===== config.mk =====
export PLATFORM = sky130hd
export DESIGN_NAME = regfile_write_ctrl
export DESIGN_NICKNAME = d
export VERILOG_FILES = /design/src/rtl/regfile_write_ctrl.sv
export SDC_FILE = /design/constraint.sdc
export NUM_CORES = 1
export LEC_CHECK = 0
export ABC_CLOCK_PERIOD_IN_PS = 1900
export BUFFER_PORTS_ARGS = -buffer_cell sky130_fd_sc_hd__buf_4
export CAP_MARGIN = 10
export CORE_ASPECT_RATIO = 1.2
export CORE_MARGIN = 2
export CORE_UTILIZATION = 23
export DETAILED_ROUTE_END_ITERATION = 8
export GPL_TIMING_DRIVEN = 0
export PLACE_DENSITY = 0.52
export SYNTH_ARGS = -nofsm -noshare
export SYNTH_HDL_FRONTEND = slang
export SYNTH_SLANG_ARGS = --single-unit

===== constraint.sdc =====
create_clock -name clk -period 1.9 [get_ports clk]
set_clock_uncertainty 0.05 [all_clocks]
set_input_delay 0.095 -clock clk [delete_from_list [all_inputs] [get_ports clk]]
set_output_delay 0.095 -clock clk [all_outputs]
set_load 0.01 [all_outputs]

===== src/rtl/regfile_write_ctrl.sv =====
// Owns the register file write port: clears all NUM_REGS entries after reset, then arbitrates A/B writebacks.
// Optional REGWR_RR_ARB_EN selects round-robin arbitration; otherwise A has fixed priority.
module regfile_write_ctrl #(
  parameter int DATA_W   = 32,
  parameter int ADDR_W   = 5,
  parameter int NUM_REGS = 32
) (
  input  logic              clk,
  input  logic              rst,
  input  logic              a_valid,
  input  logic [ADDR_W-1:0] a_addr,
  input  logic [DATA_W-1:0] a_data,
  output logic              a_ready,
  input  logic              b_valid,
  input  logic [ADDR_W-1:0] b_addr,
  input  logic [DATA_W-1:0] b_data,
  output logic              b_ready,
  output logic              we,
  output logic [ADDR_W-1:0] writeRegister,
  output logic [DATA_W-1:0] writeData,
  output logic              init_done
);

  typedef enum logic {S_INIT, S_RUN} state_t;

  state_t            state, state_nxt;
  logic [ADDR_W-1:0] init_idx;
  logic              last_clear;

  assign last_clear = (state == S_INIT) && (init_idx == ADDR_W'(NUM_REGS - 1));

`ifdef REGWR_RR_ARB_EN
  // 0 = A favoured on the next contended cycle, 1 = B.
  logic rr_ptr;

  always_ff @(posedge clk or posedge rst) begin
    if (rst) begin
      rr_ptr <= 1'b0;
    end else if (state == S_RUN && a_valid && b_valid) begin
      rr_ptr <= ~rr_ptr;
    end
  end
`endif

  always_ff @(posedge clk or posedge rst) begin
    if (rst) begin
      state <= S_INIT;
    end else begin
      state <= state_nxt;
    end
  end

  always_comb begin
    state_nxt = state;
    a_ready   = 1'b0;
    b_ready   = 1'b0;
    case (state)
      S_INIT: begin
        if (last_clear) begin
          state_nxt = S_RUN;
        end
      end
      S_RUN: begin
`ifdef REGWR_RR_ARB_EN
        if (a_valid && b_valid) begin
          a_ready = ~rr_ptr;
          b_ready = rr_ptr;
        end else begin
          a_ready = a_valid;
          b_ready = b_valid;
        end
`else
        a_ready = a_valid;
        b_ready = b_valid & ~a_valid;
`endif
      end
      default: state_nxt = S_INIT;
    endcase
  end

  always_ff @(posedge clk or posedge rst) begin
    if (rst) begin
      init_idx      <= '0;
      we            <= 1'b0;
      writeRegister <= '0;
      writeData     <= '0;
      init_done     <= 1'b0;
    end else begin
      we <= 1'b0;
      if (state == S_INIT) begin
        we            <= 1'b1;
        writeRegister <= init_idx;
        writeData     <= '0;
        init_idx      <= init_idx + ADDR_W'(1);
        if (last_clear) begin
          init_done <= 1'b1;
        end
      end else if (a_ready) begin
        // r0 writes are acknowledged but never reach the register file.
        we            <= (a_addr != '0);
        writeRegister <= a_addr;
        writeData     <= a_data;
      end else if (b_ready) begin
        we            <= (b_addr != '0);
        writeRegister <= b_addr;
        writeData     <= b_data;
      end
    end
  end

endmodule


==> metrics.yaml <==
status:
  outcome: "complete, no violations"
global_route:
  grt_pass1_wl_microns: 11010
  grt_pass1_vias: 2199
  grt_overflow: 0
  grt_usage: 0.1316
  grt_antenna_before_repair: 0
  grt_max_degree: 28
clock_tree:
  clkSinkCount: 45
  clock_latency_ps: 280
  path_clk_slew_ps: 60
  h-tree-depth: 2
  cts_setup_buffers: 0
  post_cts_resized: 0
  clock-root-buffer: "clkbuf_16"
  cts_buffers: 5
  clk_path_buf_depth: 2
  cts_tree: "done"
critical_path:
  path_buf_inv: 3
  crit_family: "buffers and inverters"
  cp_max_fo: 10
  crit_chain: "inv_1, clkbuf_1, nor2_1, buf_4"
  worstPathArrival_ps: 1580
  crit_type: "flip-flop to output pin"
  start_kind: "flip-flop"
  crit_path_end_kind: "output pin"
  cp.required_ps: 1750
  crit_path_top_delay_cell: "clkbuf_1"
  cp_slowest_stage_delay_ps: 460
floorplanning:
  initial_core_util: 0.2377
  num_rows: 39
  io_pins: 119
  die-area_sq_um: 10750
  die_w_microns: 94.98
  die_h_microns: 113.2
  core_sq_um: 9613
yosys:
  ys_types: 24
  synth_edf_count: 0
  synth_top_flop_cell: "dfrtp_1"
  syn_area_sq_um: 2285
  synth_cells: 235
  synth_seq_area_share: 0.4929
  yosysWarnings: 0
  synthArstFlopShare: 1.000
  syn_avg_cell_area_sq_um: 9.722
  synth_nets: 315
  ys_ff_latch: 45
placed_design:
  io_buffer_count: 117
  placedCellCount: 476
  gp_congestion: 0.7332
  hpwlAfterDp_microns: 5286
route:
  vias: 2115
  wl_microns: 7003
  routedWlPerCell_microns: 14.47
  routed_via_density: 4.370
  drcViolationCount: 0
  ant_nets: 0
  drt-pass1-iter-count: 4
  drt_iter0_drc: 59
power:
  clkPwrFrac: 0.349
  p_leak_uw: 0.001685
  combPwrFrac: 0.218
  switching_power_uw: 610.2
  power_uw: 2476
  power.density_nw_per_um2: 709.4
  sequentialPowerShare: 0.432
  intPower_uw: 1865
  ir_drop_mv: 0.3662
  p_sw_frac: 0.2465
cells_and_area:
  final_common_cell: "buf_4"
  drive_gt1_frac: 0.4709
  regArea_sq_um: 1126
  fin_cells: 484
  fin_nets: 441
  fill_cells: 997
  synthToLayoutAreaGrowth_pct: 52.74
  final_cell_mix: "buf_4, nand2_1, dfrtp_1"
  multi_input_area_sq_um: 1054
  antennaDiodeCount: 0
sta:
  slew_violations: 0
  rsz0062_at_grt: "no"
  relSlewSlack: 0.6238
  fmax_mhz: 580.1
  tightest_slew_ps: 564.3
  fin_crit_sh: 0.9072
  setup_viol: 0
  finalHoldViolCount: 0
  period_needed_ps: 1724
flow_run:
  maxCapViolCount: 0
hold_path:
  min_path_type: "primary input to flip-flop"
[path summary, 6_finish.rpt]
check | slack [ps] | end | depth (start not counted) | from
worst max-delay path | 180 | a_ready | 4 | state
worst min-delay path | 7 | writeData[26] | 3 | a_data[26]
worst max register to register | 360 | writeData[10] | 4 | state
worst min register to register | 410 | init_done | 1 | init_done
max in group asynchronous | 980 | writeData[17] | 4 | rst
min in group asynchronous | 330 | writeData[13] | 3 | rst
[layout make-up]
type | count | share of cell area
Sequential cell | 45 | 0.3227
Multi-Input combinational cell | 168 | 0.3019
Timing Repair Buffer | 119 | 0.2603
Tap cell | 123 | 0.04410
Clock buffer | 7 | 0.04087
Buffer | 18 | 0.02582
Inverter | 4 | 0.004303
[cell families after synthesis]
group / synth area share
buffers and inverters: 0.04600
DFF: 0.4929
xor gates and xnor gates: 0.01150
and+or+nand+nor: 0.1462
AOI/OAI and AO/OA: 0.1249
muxes: 0.1676
adders and majority gates: 0.01095
[sequential cells by signal, summed over array words and instances, names as in the netlist]
register and count:
init_idx 5, writeRegister 5, state 1, we 1
writeData 32, init_done 1
[repair_timing]
action / in CTS / in global routing
endpoints found under the setup margin: 0 / 0
hold endpoints to repair: 18 / 0
hold buffers: 1 / 0
[power by group through the flow]
stage / Clock [uW] / Sequential [uW] / Combinational (uW)
after floorplan: 0 / 1120 / 212
after global placement: 0 / 1090 / 541
after detailed placement: 0 / 1090 / 550
after CTS: 894 / 1070 / 553
after global routing: 926 / 1080 / 593
final: 865 / 1070 / 541
[worst register-to-register path, cell delays in order (launching register included)]
cell	delay, ps
dfrtp_1	430
inv_1	140
buf_2	270
clkbuf_1	420
a21oi_1	90
[Yosys cell counts (2+ instances only)]
cell,instances,share of area
clkbuf_1,8,0.013
a21oi_1,32,0.070
buf_4,4,0.013
ha_1,2,0.011
inv_1,4,0.0066
o2bb2ai_1,4,0.015
buf_2,6,0.013
xnor2_1,3,0.012
mux2_2,34,0.17
nand2_1,65,0.11
dfrtp_1,45,0.49
a211oi_1,5,0.016
nor2b_1,7,0.019
o21ai_0,6,0.013
[stage by stage]
| stage | hold slack, ps | TNS (ps) | util | area (sq um) | setup slack, ps |
|---|---|---|---|---|---|
| 3_3_place_gp | 290.3 | -3215 | 0.3450 | 3317 | -73.44 |
| 4_1_cts | 0.003914 | 0 | 0.3630 | 3490 | 154.0 |
| 3_5_place_dp | 85.84 | 0 | 0.3471 | 3337 | 362.0 |
| 6_report | 6.668 | 0 | 0.3630 | 3490 | 176.2 |
| 2_1_floorplan | 175.7 | 0 | - | 2285 | 461.7 |
| 5_1_grt | 12.21 | 0 | 0.3630 | 3490 | 52.30 |
[routing by layer]
layer	vias up	GRT usage	share of wire
met1	996	0.1626	0.42
met2	71	0.2369	0.52
met3	2	0.02197	0.060
li1	1046	-	-
met5	-	0	0
met4	0	0.02995	0.0044
No activity file was read; power rests on OpenSTA's default activity.
